==> src/rtl/fifo_drain_packer_lib_pkg.sv <==
// Shared state encodings and slot-decode helper for the FIFO drain packer.
package fifo_drain_packer_lib_pkg;

  localparam int MAX_PACK_NUM = 16;

  typedef enum logic {
    ST_ACC = 1'b0,
    ST_OUT = 1'b1
  } pack_state_e;

  // One-hot slot select for the beat index; the caller keeps the low PACK_NUM bits.
  function automatic logic [MAX_PACK_NUM-1:0] beat_decode(input logic [3:0] idx);
    logic [MAX_PACK_NUM-1:0] dec;
    dec = {MAX_PACK_NUM{1'b0}};
    dec[idx] = 1'b1;
    return dec;
  endfunction

endpackage

==> src/rtl/fifo_drain_packer_lib.sv <==
// Drain stage behind the one-in-one-out FIFO: packs PACK_NUM popped entries into one wide,
// registered valid/ready word with a contiguous beat mask; flush emits a partial pack.
module fifo_drain_packer_lib
  import fifo_drain_packer_lib_pkg::*;
#(
  parameter int DATA_SIZE = 32,
  parameter int PACK_NUM  = 4,
  localparam int CNT_WIDTH = $clog2(PACK_NUM)
) (
  input  logic                          clk,
  input  logic                          rst_n,
  input  logic                          fifo_vld,
  input  logic [DATA_SIZE-1:0]          fifo_data,
  output logic                          fifo_pick_rdy,
  input  logic                          flush,
  output logic                          pack_vld,
  output logic [DATA_SIZE*PACK_NUM-1:0] pack_data,
  output logic [PACK_NUM-1:0]           pack_mask,
  input  logic                          pack_rdy
);

  pack_state_e            state_r;
  logic [CNT_WIDTH-1:0]   beat_cnt_r;
  logic [PACK_NUM-1:0]    mask_r;
  logic [DATA_SIZE-1:0]   slot_r [PACK_NUM];

  logic                   pick_rdy_s;
  logic                   xfer_s;
  logic                   pop_s;
  logic                   last_beat_s;
  logic                   flush_go_s;
  logic [CNT_WIDTH-1:0]   slot_idx_s;
  logic [MAX_PACK_NUM-1:0] dec_s;
  logic [PACK_NUM-1:0]    slot_sel_s;
  logic [PACK_NUM-1:0]    slot_en_s;

  // Handshake decode; pick_rdy depends only on state and pack_rdy so no loop through fifo_vld.
  always_comb begin
    pick_rdy_s = 1'b1;
    xfer_s     = 1'b0;
    slot_idx_s = {CNT_WIDTH{1'b0}};
    if (state_r == ST_OUT) begin
      pick_rdy_s = pack_rdy;
      xfer_s     = pack_rdy;
      slot_idx_s = {CNT_WIDTH{1'b0}};
    end else begin
      pick_rdy_s = 1'b1;
      xfer_s     = 1'b0;
      slot_idx_s = beat_cnt_r;
    end
    pop_s       = fifo_vld & pick_rdy_s;
    last_beat_s = (beat_cnt_r == CNT_WIDTH'(PACK_NUM - 1));
    flush_go_s  = flush & ((beat_cnt_r != {CNT_WIDTH{1'b0}}) | pop_s);
    dec_s       = beat_decode(4'(slot_idx_s));
    slot_sel_s  = dec_s[PACK_NUM-1:0];
    // A transfer clears every slot; a same-cycle pop then refills slot 0 only.
    slot_en_s   = ({PACK_NUM{pop_s}} & slot_sel_s) | {PACK_NUM{xfer_s}};
  end

  for (genvar k = 0; k < PACK_NUM; k++) begin : g_slot
    // Per-slot enabled data register.
    always_ff @(posedge clk or negedge rst_n) begin
      if (!rst_n) begin
        slot_r[k] <= {DATA_SIZE{1'b0}};
      end else if (slot_en_s[k]) begin
        slot_r[k] <= (pop_s & slot_sel_s[k]) ? fifo_data : {DATA_SIZE{1'b0}};
      end
    end
    assign pack_data[k*DATA_SIZE +: DATA_SIZE] = slot_r[k];
  end

  // Accumulate/present FSM with beat counter and mask.
  always_ff @(posedge clk or negedge rst_n) begin
    if (!rst_n) begin
      state_r    <= ST_ACC;
      beat_cnt_r <= {CNT_WIDTH{1'b0}};
      mask_r     <= {PACK_NUM{1'b0}};
    end else begin
      case (state_r)
        ST_ACC: begin
          if (pop_s) begin
            mask_r[beat_cnt_r] <= 1'b1;
          end
          if ((pop_s && last_beat_s) || flush_go_s) begin
            beat_cnt_r <= {CNT_WIDTH{1'b0}};
            state_r    <= ST_OUT;
          end else if (pop_s) begin
            beat_cnt_r <= beat_cnt_r + CNT_WIDTH'(1);
          end
        end
        ST_OUT: begin
          if (xfer_s) begin
            state_r <= ST_ACC;
            if (pop_s) begin
              mask_r     <= {{(PACK_NUM-1){1'b0}}, 1'b1};
              beat_cnt_r <= CNT_WIDTH'(1);
            end else begin
              mask_r     <= {PACK_NUM{1'b0}};
              beat_cnt_r <= {CNT_WIDTH{1'b0}};
            end
          end
        end
        default: begin
          state_r    <= ST_ACC;
          beat_cnt_r <= {CNT_WIDTH{1'b0}};
          mask_r     <= {PACK_NUM{1'b0}};
        end
      endcase
    end
  end

  assign fifo_pick_rdy = pick_rdy_s;
  assign pack_vld      = (state_r == ST_OUT);
  assign pack_mask     = mask_r;

endmodule

==> config.mk <==
export PLATFORM = sky130hd
export DESIGN_NAME = fifo_drain_packer_lib
export DESIGN_NICKNAME = d
export VERILOG_FILES = /design/src/rtl/fifo_drain_packer_lib_pkg.sv /design/src/rtl/fifo_drain_packer_lib.sv
export SDC_FILE = /design/constraint.sdc
export NUM_CORES = 1
export LEC_CHECK = 0
export CAP_MARGIN = 30
export CELL_PAD_IN_SITES_DETAIL_PLACEMENT = 1
export CELL_PAD_IN_SITES_GLOBAL_PLACEMENT = 1
export CORE_ASPECT_RATIO = 2
export CORE_UTILIZATION = 34
export DETAILED_ROUTE_END_ITERATION = 16
export PLACE_DENSITY_LB_ADDON = 0.1
export SYNTH_ARGS = -nofsm -noshare
export SYNTH_HDL_FRONTEND = slang
export SYNTH_SLANG_ARGS = --single-unit
==> constraint.sdc <==
create_clock -name clk -period 2.1 [get_ports clk]
set_clock_uncertainty 0.1 [all_clocks]
set_input_delay 0.63 -clock clk [delete_from_list [all_inputs] [get_ports clk]]
set_output_delay 0.63 -clock clk [all_outputs]
set_load 0.01 [all_outputs]
# Word level (Yosys, flattened, before mapping)
# Index checks and enable logic that the tools add are counted.
# classes
n_addsub,1
order_cmp,4
eq_ne,4
mux,23
bitwise,11
reduce_logical,7
# ops
cell,count
$mux 32,4
$mux 1,8
$mux 2,4
$mux 4,2
$or 4x4->4,2
$pmux 4 s2,1
$and 1x1->1,6
$lt 2x5->1 const B,1
$and 4x4->4,1
$demux 1 s2,2
$ge 2x1->1 const B,2
$pmux 2 s2,1
$reduce_and 2->1,2
$logic_and 1x1->1,3
$lt 2x3->1 const B,1
$ne 3x3->1 const B,1
$add 2x1->2 const B,1
$eq 2x2->1 const B,1
$ne 2x1->1 const B,1
$ne 2x2->1 const B,1
$pmux 1 s2,1
$reduce_bool 2->1,1
$logic_or 1x1->1,1
$not 1->1,1
$or 1x1->1,1
# totals
register_bits,135
inputBits,37
word_cells,57

# Depth between registers and ports, before layout
# logic_depth
depth_word,7
depth_mapped,6
depth_no_buf,4

# Least setup slack after synthesis
# Ideal clock, no wire load.
# synth_path
path_kind,input-to-reg
start,input port fifo_vld
end,register slot_r (netlist bit pack_data[10])
setup_time_ns,0.121
arrival_ns,1.643
required_ns,1.879
slack_ns,0.236
path_stages,5
path_cell_list,or4b_1 and2_1 buf_6 buf_6 a22o_1
# synth_via
elab_chain_cells,3
elab_cells_between_ends,5
cone_classes,1 x mux; 4 x bitwise
# synth_rtl
item,line_no,rtl
"start, declared",fifo_drain_packer_lib.sv:12,"input logic fifo_vld,"
$and 1x1->1 *,fifo_drain_packer_lib.sv:51,pop_s = fifo_vld & pick_rdy_s;
$and 1x1->1 / $and 4x4->4 (equally long branches),"fifo_drain_packer_lib.sv:66, fifo_drain_packer_lib.sv:57",
$mux 32 / $or 4x4->4 (equally long branches),"fifo_drain_packer_lib.sv:66, fifo_drain_packer_lib.sv:57",
"end signal, assigned by index",fifo_drain_packer_lib.sv:64,slot_r[k] <= {DATA_SIZE{1'b0}};
"end signal, assigned by index",fifo_drain_packer_lib.sv:66,slot_r[k] <= (pop_s & slot_sel_s[k]) ? fifo_data : {DATA_SIZE{1'b0}};
"end, declared",fifo_drain_packer_lib.sv:25,logic [DATA_SIZE-1:0] slot_r [PACK_NUM];
# Mark *: on every way between the ends. The rest lies on a longest branch, timed or not.
# A chain may end at the register's enable or synchronous reset.

# Final worst setup path
# layout_path
start,register slot_r (netlist bit pack_data[5])
end,output port pack_data[5]
# layout_lines
item,line_no,rtl
"end, declared",fifo_drain_packer_lib.sv:17,"output logic [DATA_SIZE*PACK_NUM-1:0] pack_data,"
# No word-level cell between the ends.

==> results by group <==
Placed design
  – Post-DP HPWL: 12600 microns
  – Placed cell areas: 7500 sq um
  – PortBufs: 170
  – GP Congestion: 0.752
  – Dpl cells: 894
  – Pre-CTS WS: -0.402 ns

Setup path
  – Crit-path leading delay family: buffers and inverters
  – Buf/Inv on CP: 1
  – Slowest cell on the critical path: clkdlybuf4s50_1
  – CP max FO: 2
  – Slowest Stage Delay on Critical Path: 0.55 ns
  – Crit path required time: 1.37 ns
  – CP Cell Sequence: clkdlybuf4s50_1
  – Crit path launch type: flop
  – Crit path DAT: 1.34 ns
  – Worst Setup End Kind: output port
  – Critical path type: flop to output port

Route
  – DR vias/cell: 4.98
  – Routed Antenna Nets: 0
  – DRT iter0 DRCs: 140
  – Remaining DRCs: 0
  – Vias: 4625
  – Total Wirelength: 17600 microns
  – Drt wl/cell: 19.0 microns
  – Pre-antenna DRT Iters: 4

Timing
  – Slew margin rel.: 0.796
  – Fin. Hold Viols: 0
  – Unrepaired setup endpoints after global routing: no
  – Final hold slack: 0.402 ns
  – Setup Viol. Count Final: 0
  – Minimum clock period: 2.07 ns
  – Max frequency: 0.483 GHz
  – Max-slew violations: 0
  – Setup_tns: 0 ns
  – Part of the cycle the worst path needs: 0.987
  – Measured slew at the worst slew-check pin: 0.307 ns
  – Final Worst Setup Slack: 0.0276 ns

Pwr
  – Leak pwr: 4.07 nW
  – Peak supply drop: 643 uV
  – Total power: 12.3 mW
  – Pwr Density: 1500 nW/um^2

Synth
  – Post-synth EDFFs: 0
  – Post-synthesis net count: 575
  – Cell Area, Synth: 5310 sq um
  – Async SR Flop Fraction: 1.00
  – Warnings, synthesis: 0
  – Register area share after synthesis: 0.636
  – Cell count after synthesis: 534
  – Yosys cell types: 25
  – Synth Area per Inst: 9.95 sq um
  – Predominant post-synthesis flop cell: dfrtp_1
  – Number of synthesized register bits: 135

Clock network
  – Root buf cell: clkbuf_16
  – CTS tree: done
  – Clk_lat worst skew: 0.42 ns
  – CTS Buf Count: 17
  – Clock-pin slew on the worst setup and hold paths: 0.06 ns
  – Sink Count: 135
  – Clock Tree Buf Depth: 2
  – CTS HTree Levels: 4

Cells and area
  – N_diodes: 0
  – Share of cells above drive strength 1: 0.103
  – Commonest non-fill, non-tap cells in the layout: 194 x nand2_1, 134 x dfrtp_1, 115 x clkdlybuf4s50_1
  – Area grow syn2layout: 54.4%
  – FILL cells: 1669
  – Fin util: 0.536
  – Non-Filler Instances: 928
  – Commonest non-fill, non-tap cell in the layout: nand2_1
  – Final Cell Area: 8200 sq um
  – Fin nets: 758

GRT
  – First-pass GRT wire length: 28000 microns
  – Grt ovf: 0
  – Gr usage total: 0.230
  – Largest net degree at the start of global routing: 63
  – Antenna violations before repair: 0
  – Vias in the first global route: 5102

Flow run
  – Max-cap violations: 0

Floorplan
  – I/O pin total: 171
  – Core area: 15300 sq um
  – Die Area: 16200 sq um
  – Die Ht: 179 microns
  – Site row count: 64
  – Die X: 90.4 microns
  – Starting Density: 0.347

Worst hold path
  – Min-delay worst type: flop to flop

Status
  – Status: finished, final reports clean
==> cells by family after synthesis <==
group | synth area share
compound gates | 0.159
xor+xnor | 0.00165
fa+ha+maj | 0.00942
buf+inv | 0.0414
flops | 0.636
mux | 0.00400
simple gates | 0.149
==> timing repair <==
action / in CTS / in global routing
pin swaps: 0 / 0
endpoints found under the hold margin: 23 / 0
hold buffers: 1 / 0
gates resized for setup: 27 / 32
setup buffers: 1 / 0
setup endpoints to repair: 23 / 32
==> synth_stat cells (2+ instances only) <==
library cell / count / area share
a22o_1: 32 / 0.053
nand2_1: 195 / 0.14
clkbuf_1: 28 / 0.020
buf_1: 4 / 0.0028
ha_1: 4 / 0.0094
o21ai_0: 96 / 0.090
inv_1: 8 / 0.0057
nor4bb_1: 2 / 0.0038
o22ai_1: 3 / 0.0035
buf_6: 4 / 0.0085
dfrtp_1: 135 / 0.64
buf_2: 5 / 0.0047
a21oi_1: 6 / 0.0057
==> path summary, 6_finish.rpt <==
path	startpoint	cells past startpoint	to	slack, ns
setup / recovery	pack_data[5]	1	pack_data[5]	0.03
hold / removal	pack_data[12]	1	pack_data[12]	0.40
setup reg to reg	pack_vld	5	pack_data[11]	0.11
hold reg to reg	pack_data[12]	1	pack_data[12]	0.40
max in group asynchronous	rst_n	3	pack_vld	0.81
min in group asynchronous	rst_n	2	pack_data[117]	0.54
==> sequential cells by signal, indices dropped and copies added, names as in the netlist <==
name        flops
pack_mask       4
pack_vld        1
pack_data     128
beat_cnt_r      2
==> worst register-to-register path, stage by stage (launching register included) <==
cell and delay, ns:
dfrtp_2 0.42, buf_4 0.18, or4b_1 0.56, and2_1 0.25, buf_12 0.18, a22o_1 0.20
==> per-layer routing <==
layer	GRT usage	routed length [microns]
met1	0.239	6510
met2	0.444	10100
met4	0.102	403
met5	0	0
met3	0.0437	631
==> power breakdown <==
group	switching [mW]	leakage, nW	internal (mW)
combinational	2.33	1.98	2.52
sequential	0.645	1.79	3.62
clock	1.21	0.297	2.00
total	4.18	4.07	8.15
==> layout make-up <==
cell class / count / area, sq um / share of cell area
well taps: 198 / 248 / 0.0302
clock buffers: 18 / 429 / 0.0523
multi-input cells: 350 / 1760 / 0.215
inverters: 8 / 30.0 / 0.00366
flip-flops and latches: 135 / 3380 / 0.412
clock inverters: 14 / 200 / 0.0244
repair buffers: 205 / 2150 / 0.263
Power figures use the tool's default switching activity.
